===== src/rtl/nor_mis_chain_seq.sv =====
// Two NOR2 inverter chains driven by a registered stimulus sequencer, used to
// exercise multiple-input-switching on a final NOR2; counts output transitions.
module nor_mis_chain_seq #(
    parameter int STAGES = 5,
    parameter int CNT_W  = 8,
    parameter int REPS_W = 8,
    parameter int EDGE_W = 16
) (
    input  logic              clk,
    input  logic              rst_n,
    input  logic              start,
    input  logic              first_sel,
    input  logic [CNT_W-1:0]  offset,
    input  logic [CNT_W-1:0]  hold,
    input  logic [REPS_W-1:0] reps,
    output logic              stim_a1,
    output logic              stim_a2,
    output logic              myout,
    output logic              busy,
    output logic              done,
    output logic [EDGE_W-1:0] edge_cnt
);

    typedef enum logic [2:0] {IDLE, SKEW, HIGH, LOW, DONE} state_t;

    state_t              state_q, state_d;
    logic [CNT_W-1:0]    cnt_q, cnt_d;
    logic [CNT_W-1:0]    off_q, off_d;
    logic [CNT_W-1:0]    hold_q, hold_d;
    logic [REPS_W-1:0]   reps_q, reps_d;
    logic                sel_q, sel_d;
    logic                lead_d, lag_d;
    logic                a1_d, a2_d;
    logic                accept;
    logic                sync1, sync2, sync3;
    logic [2:0]          post_q;
    logic                window;

    // Each stage is its own scalar net so the chain stays a true cell chain.
    for (genvar g = 0; g < STAGES; g++) begin : g_stage
        logic y1, y2;
        if (g == 0) begin : g_first
            assign y1 = ~(stim_a1 | 1'b0);
            assign y2 = ~(stim_a2 | 1'b0);
        end else begin : g_next
            assign y1 = ~(g_stage[g-1].y1 | 1'b0);
            assign y2 = ~(g_stage[g-1].y2 | 1'b0);
        end
    end

    assign myout  = ~(g_stage[STAGES-1].y1 | g_stage[STAGES-1].y2);
    assign busy   = (state_q == SKEW) || (state_q == HIGH) || (state_q == LOW);
    assign done   = (state_q == DONE);
    assign accept = (state_q == IDLE) && start;

    always_comb begin
        state_d = state_q;
        cnt_d   = cnt_q;
        off_d   = off_q;
        hold_d  = hold_q;
        reps_d  = reps_q;
        sel_d   = sel_q;
        lead_d  = sel_q ? stim_a2 : stim_a1;
        lag_d   = sel_q ? stim_a1 : stim_a2;
        case (state_q)
            IDLE: begin
                if (start) begin
                    off_d  = offset;
                    hold_d = hold;
                    reps_d = reps;
                    sel_d  = first_sel;
                    if (reps == '0) begin
                        state_d = DONE;
                    end else begin
                        lead_d = 1'b1;
                        if (offset == '0) begin
                            lag_d   = 1'b1;
                            state_d = HIGH;
                            cnt_d   = hold;
                        end else begin
                            state_d = SKEW;
                            cnt_d   = offset - 1'b1;
                        end
                    end
                end
            end
            SKEW: begin
                if (cnt_q == '0) begin
                    lag_d   = 1'b1;
                    state_d = HIGH;
                    cnt_d   = hold_q;
                end else begin
                    cnt_d = cnt_q - 1'b1;
                end
            end
            HIGH: begin
                if (cnt_q == '0) begin
                    lead_d  = 1'b0;
                    lag_d   = 1'b0;
                    state_d = LOW;
                    cnt_d   = hold_q;
                end else begin
                    cnt_d = cnt_q - 1'b1;
                end
            end
            LOW: begin
                if (cnt_q == '0) begin
                    reps_d = reps_q - 1'b1;
                    if (reps_q == REPS_W'(1)) begin
                        state_d = DONE;
                    end else begin
                        lead_d = 1'b1;
                        if (off_q == '0) begin
                            lag_d   = 1'b1;
                            state_d = HIGH;
                            cnt_d   = hold_q;
                        end else begin
                            state_d = SKEW;
                            cnt_d   = off_q - 1'b1;
                        end
                    end
                end else begin
                    cnt_d = cnt_q - 1'b1;
                end
            end
            DONE: begin
                state_d = IDLE;
            end
            default: begin
                state_d = IDLE;
            end
        endcase
        a1_d = sel_d ? lag_d : lead_d;
        a2_d = sel_d ? lead_d : lag_d;
    end

    always_ff @(posedge clk or negedge rst_n) begin
        if (!rst_n) begin
            state_q <= IDLE;
            cnt_q   <= '0;
            off_q   <= '0;
            hold_q  <= '0;
            reps_q  <= '0;
            sel_q   <= 1'b0;
            stim_a1 <= 1'b0;
            stim_a2 <= 1'b0;
        end else begin
            state_q <= state_d;
            cnt_q   <= cnt_d;
            off_q   <= off_d;
            hold_q  <= hold_d;
            reps_q  <= reps_d;
            sel_q   <= sel_d;
            stim_a1 <= a1_d;
            stim_a2 <= a2_d;
        end
    end

    // Counting stays open a few cycles past DONE so the synchroniser latency
    // does not drop the final transition of a run.
    assign window = busy || (state_q == DONE) || (post_q != '0);

    always_ff @(posedge clk or negedge rst_n) begin
        if (!rst_n) begin
            sync1    <= 1'b0;
            sync2    <= 1'b0;
            sync3    <= 1'b0;
            post_q   <= '0;
            edge_cnt <= '0;
        end else begin
            sync1 <= myout;
            sync2 <= sync1;
            sync3 <= sync2;
            if (accept) begin
                post_q <= '0;
            end else if (state_q == DONE) begin
                post_q <= 3'd4;
            end else if (post_q != '0) begin
                post_q <= post_q - 1'b1;
            end
            if (accept) begin
                edge_cnt <= '0;
            end else if (window && (sync2 != sync3) && (edge_cnt != '1)) begin
                edge_cnt <= edge_cnt + 1'b1;
            end
        end
    end

endmodule


===== config.mk =====
export PLATFORM = sky130hd
export DESIGN_NAME = nor_mis_chain_seq
export DESIGN_NICKNAME = d
export VERILOG_FILES = /design/src/rtl/nor_mis_chain_seq.sv
export SDC_FILE = /design/constraint.sdc
export NUM_CORES = 1
export LEC_CHECK = 0
export BUFFER_PORTS_ARGS = -buffer_cell sky130_fd_sc_hd__buf_4
export CORE_MARGIN = 2
export CORE_UTILIZATION = 40
export CTS_CLUSTER_SIZE = 40
export DETAILED_ROUTE_END_ITERATION = 10
export GPL_TIMING_DRIVEN = 1
export SYNTH_ARGS = -nofsm -noshare
export SYNTH_HDL_FRONTEND = slang
export SYNTH_SLANG_ARGS = --single-unit

===== constraint.sdc =====
create_clock -name clk -period 2.9 [get_ports clk]
set_input_delay 0.145 -clock clk [delete_from_list [all_inputs] [get_ports clk]]
set_output_delay 0.145 -clock clk [all_outputs]
set_load 0.005 [all_outputs]

## After elaboration in Yosys (flattened, before gate mapping)

Cells that the tools add are included.

| cells by class | value |
|---|---|
| bitwise gates (word level) | 4 |
| reductions and logical operators | 22 |
| $add $sub $neg | 6 |
| eq/ne operators | 13 |
| multiplexer cells | 46 |

Operator list:

| kind | count |
|---|---|
| two-way mux 8 bit | 9 |
| logical NOT 8 bit | 4 |
| two-way mux 16 bit | 2 |
| subtractor 8 x 1 -> 8 bit (second input constant) | 4 |
| two-way mux 3 bit | 9 |
| case mux 8 bit (3 select lines) | 1 |
| two-way mux 1 bit | 19 |
| adder 16 x 1 -> 16 bit (second input constant) | 1 |
| != test 16 bit (second input constant) | 1 |
| case mux 8 bit (2 select lines) | 1 |
| case mux 3 bit (4 select lines) | 1 |
| nonzero test 3 bit | 3 |
| == test 8 x 1 -> 1 bit (second input constant) | 1 |
| AND reduction 4 bit | 2 |
| == test 3 x 2 -> 1 bit (second input constant) | 2 |
| != test 2 x 1 -> 1 bit (second input constant) | 3 |
| logical OR 1 bit | 4 |
| two-way mux 2 bit | 2 |
| != test 2 bit (second input constant) | 2 |
| case mux 1 bit (4 select lines) | 1 |
| nonzero test 2 bit | 2 |
| == test 3 x 1 -> 1 bit (second input constant) | 1 |
| == test 3 bit (second input constant) | 1 |
| logical AND 1 bit | 3 |
| 10 further kinds | 12 |

| storage, ports and cells | value |
|---|---|
| logic and storage cells | 104 |
| bits of input ports | 28 |
| register bits | 60 |
| output and inout port bits | 21 |

## Longest topological paths before layout

| logic depth | value |
|---|---|
| depth after elaboration | 9 |
| depth in mapped cells | 9 |
| mapped depth without buffers | 7 |

## Worst setup path after synthesis

OpenSTA, ideal clock, no wires.

| path | value |
|---|---|
| path kind | register to register |
| start | register post_q[0] |
| end | register edge_cnt[11] |
| library setup time | 78 ps |
| arrival time | 2,094 ps |
| path slack | 728 ps |
| cell stages (with the launch flop) | 9 |
| clock period less this slack | 2,172 ps |
| buffers on the path | 1 |
| required time | 2,822 ps |
| path through | dfrtp_1 inv_1 ha_1 nand2b_1 a21oi_2 or4_1 buf_2 or4_1 a21oi_1 |

| between the ends | value |
|---|---|
| cells in the longest elaborated chain, start to end | 5 |

Ends and longest elaborated chain:

| element | line | source |
|---|---|---|
| start, declared | 36 | `logic [2:0] post_q;` |
| start signal, assigned | 179 | `post_q <= post_q - 1'b1;` |
| nonzero test 3 bit | 161 | `assign window = busy \|\| (state_q == DONE) \|\| (post_q != '0);` |
| logical OR 1 bit | 161 |  |
| logical AND 1 bit (2 in a row) | 183 | `end else if (window && (sync2 != sync3) && (edge_cnt != '1)) begin` |
| nonzero test 2 bit (no line) | - |  |
| end signal, assigned | 184 | `edge_cnt <= edge_cnt + 1'b1;` |
| end, declared | 21 | `output logic [EDGE_W-1:0] edge_cnt` |

No other way between the ends.
A chain may end at the register's enable or synchronous reset.

## Worst setup path after layout

| path | value |
|---|---|
| start | register state_q[1] |
| end | register edge_cnt[11] |

| between the ends | value |
|---|---|
| cells in the longest elaborated chain, start to end | 8 |
| elaborated cells on any way between the ends | 14 |
| classes of those cells | 4 x eq/ne; 1 x mux; 9 x reduce/logical |

Ends and longest elaborated chain:

| element | line | source |
|---|---|---|
| start, declared | 26 | `state_t state_q, state_d;` |
| start signal, assigned | 148 | `state_q <= state_d;` |
| == test 3 x 1 -> 1 bit or == test 3 x 2 -> 1 bit (tied branches) | 52 | `assign busy = (state_q == SKEW) \|\| (state_q == HIGH) \|\| (state_q == LOW);` |
| logical OR 1 bit (2 in a row) | 52 |  |
| logical OR 1 bit (2 in a row) | 161 |  |
| logical AND 1 bit (2 in a row) | 183 |  |
| nonzero test 2 bit (no line) | - |  |

Parallel ways exist; a longest one is shown, timed or not.

==> run summary <==
Die area - 10200 sq um
Achievable frequency - 415 MHz
Switching Share - 41.3%
Sequential group share of total power - 36.5%
Post-synth EDFFs - 0
Routed vias/inst - 5.85
# resized after CTS - 0
Worst slew pin tran - 1.23 ns
Final Max Tran Viols - 0
#FFs+latches synth - 60
CP required - 3.18 ns
Slowest CP cell - or4_1
Outcome - complete, no violations
Pwr/cell area - 927 nW/um^2
Hold Crit Class - input pin to flip-flop
Final Hold Viols - 0
PortBufs - 48
Clock buffer depth - 2
Die height - 101 um
Clock Skew - 0.00872 ns
Worst rel slew slack - 17.4%
Setup crit end kind - flip-flop
GRT Util Overall - 20.6%
VDD IR max - 0.306 mV
Arrival time worst endpoint - 2.69 ns
Area Overhead vs Synth - 19.0%
Routed via count - 3529
Combinational Power Share - 41.6%
WHS - 0.00257 ns
Clock period minus worst slack - 2.41 ns
Nets - 526
Post-Syn Instances - 442
Initial antenna violation count - 0
Post-synth top flop - dfrtp_1
Count of cell types in the netlist - 63
Count leader, synth - nand2_1
Period utilization - 83.1%
Setup bufs post-CTS - 0
Remaining DRCs - 0
First-pass GRT wire length - 16400 um
CTS tree - done
Critical Setup Path Class - flip-flop to flip-flop
Vias in the first global route - 3289
Pint - 2.42 mW
Delay-heaviest family, CP - simple AND/OR/NAND/NOR gates
Leak pwr - 1.97 nW
Power share of the clock group - 21.9%
Clk pin slew, worst setup/hold paths - 0.07 ns
YS warnings - 0
Clk sinks - 60
Row count - 35
Synth Cell Area - 3750 sq um
Max Cap Viol - 0
Cell Chain, Critical Path - o21ai_0 > a21oi_2 > or4_1 > or4_1 > a21oi_1
Sw Pwr - 1.71 mW
Syn_nets - 480
Share of the synthesized area in the top cell type - 40.1%
Post-CTS Hold Buffers - 1
Final setup violation count - 0
Avg Inst Size Synth - 8.48 sq um
FF+latch area - 1500 sq um
Root buf cell - clkbuf_8
Slowest stage delay, CP - 0.70 ns
Post-route ant nets - 0
Latest clock arrival within the worst-skew pair - 0.35 ns
Count of filler cells inserted in the layout - 878
Total gr overflow - 0
WP buf/inv - 0
Detailed Route WL - 9990 um
Synth area leaders - dfrtp_1, nand2_1, nor2_1, o21ai_0, a21oi_1
Placer congestion estimate - 0.925
Most frequent CP cell - or4_1
Boundary Pins - 49
Initial Util - 40.9%
First-pass DRT Iterations - 4
Number of diodes - 0
HPWL after DPL - 7120 um
Layout cells sized above 1 - 16.7%
Core area - 9150 sq um
Most common library cells after synthesis - nand2_1, dfrtp_1, nor2_1
Area leader, netlist - dfrtp_1
Initial DRC Count - 132
Post-synthesis sequential area ratio - 40.1%
Die X - 101 um
CTS H-tree depth - 3
Ys async rst share - 100%
Startpoint Class - flip-flop
Worst-path fanout max - 15
RSZ-0062 raised after global routing - no
Pin count of the biggest net entering global routing - 61
TritonCTS Buffers - 9
Drt wl/cell - 16.6 um
Area occupied by multi-input gates - 2090 sq um
Setup_tns - 0 ns
## cells in the final DEF (no fill, tap or decap), drive strengths merged, types with 12 or more instances in the layout
cell / Yosys / layout
buf: 6 / 54
o21ai: 30 / 30
nor3: 14 / 14
dfrtp: 60 / 60
nand3: 12 / 12
clkbuf: 14 / 12
nand2: 65 / 65
nor2: 41 / 41
a21oi: 27 / 27
inv: 20 / 20
## path summary, 6_finish.rpt
check / startpoint / slack (ns) / cells past startpoint / endpoint
max: state_q[1]$_DFFE_PN0P_ / 0.49 / 5 / edge_cnt[11]$_DFFE_PN0P_
min: hold[3] / 0.003 / 3 / hold_q[3]$_DFFE_PN0P_
max reg2reg: state_q[1]$_DFFE_PN0P_ / 0.49 / 5 / edge_cnt[11]$_DFFE_PN0P_
min reg2reg: sync1$_DFF_PN0_ / 0.36 / 0 / sync2$_DFF_PN0_
max in group asynchronous: rst_n / 1.96 / 2 / off_q[1]$_DFFE_PN0P_
min in group asynchronous: rst_n / 0.43 / 2 / edge_cnt[14]$_DFFE_PN0P_
## kinds of logic after synthesis
group / Yosys count / share of synthesized area (%)
AND/OR/NAND/NOR: 187 / 25.1
AO/OA/AOI/OAI: 128 / 23.1
flip-flops: 60 / 40.1
buffers and inverters: 40 / 4.21
XOR/XNOR: 12 / 2.81
adder cells (fa/ha/maj): 10 / 3.34
multiplexers: 5 / 1.34
## stage by stage
stage	utilization (%)	power (mW)	worst slack (ns)	std cells	area, sq um
floorplan	-	2.66	0.728	442	3750
global placement	46.0	3.18	0.579	587	4210
detailed placement	46.0	3.22	0.523	587	4210
CTS	48.7	4.13	0.512	603	4460
global route	48.7	4.44	0.352	603	4460
finish	48.7	4.13	0.489	603	4460
## area by class of cell
cell class	count	share of cell area [%]
clock buffers	12	3.70
clock inverters	3	1.54
inverters	20	1.68
multi-input cells	342	47.0
flip-flops and latches	60	33.7
well taps	111	3.12
repair buffers	55	9.32
## power by group through the flow
stage	combinational [mW]	clock [mW]	sequential (mW)
2_1_floorplan	1.27	0	1.39
3_3_place_gp	1.69	0	1.49
4_1_cts	1.71	0.920	1.50
6_report	1.72	0.906	1.51
3_5_place_dp	1.71	0	1.51
5_1_grt	1.93	0.961	1.55
## per-layer routing
layer  share of wire [%]  global-route usage (%)  vias up
li1                    -                       -     1719
met1                  48                    28.3     1710
met2                  46                    32.6       90
met3                 4.4                    3.54       10
met4                 1.5                    7.38        0
met5                   0                       0        -
## tightest hold or removal path: stages
cell	delay, ns
buf_4	0.09
nand2_1	0.04
nand2_1	0.04
## flip-flops by register name, summed over array words and instances (netlist names), 3 cells and up
signal and cells:
hold_q 8, cnt_q 8, off_q 8, state_q 3, edge_cnt 16, reps_q 8
post_q 3
No activity file was read; power rests on OpenSTA's default activity.
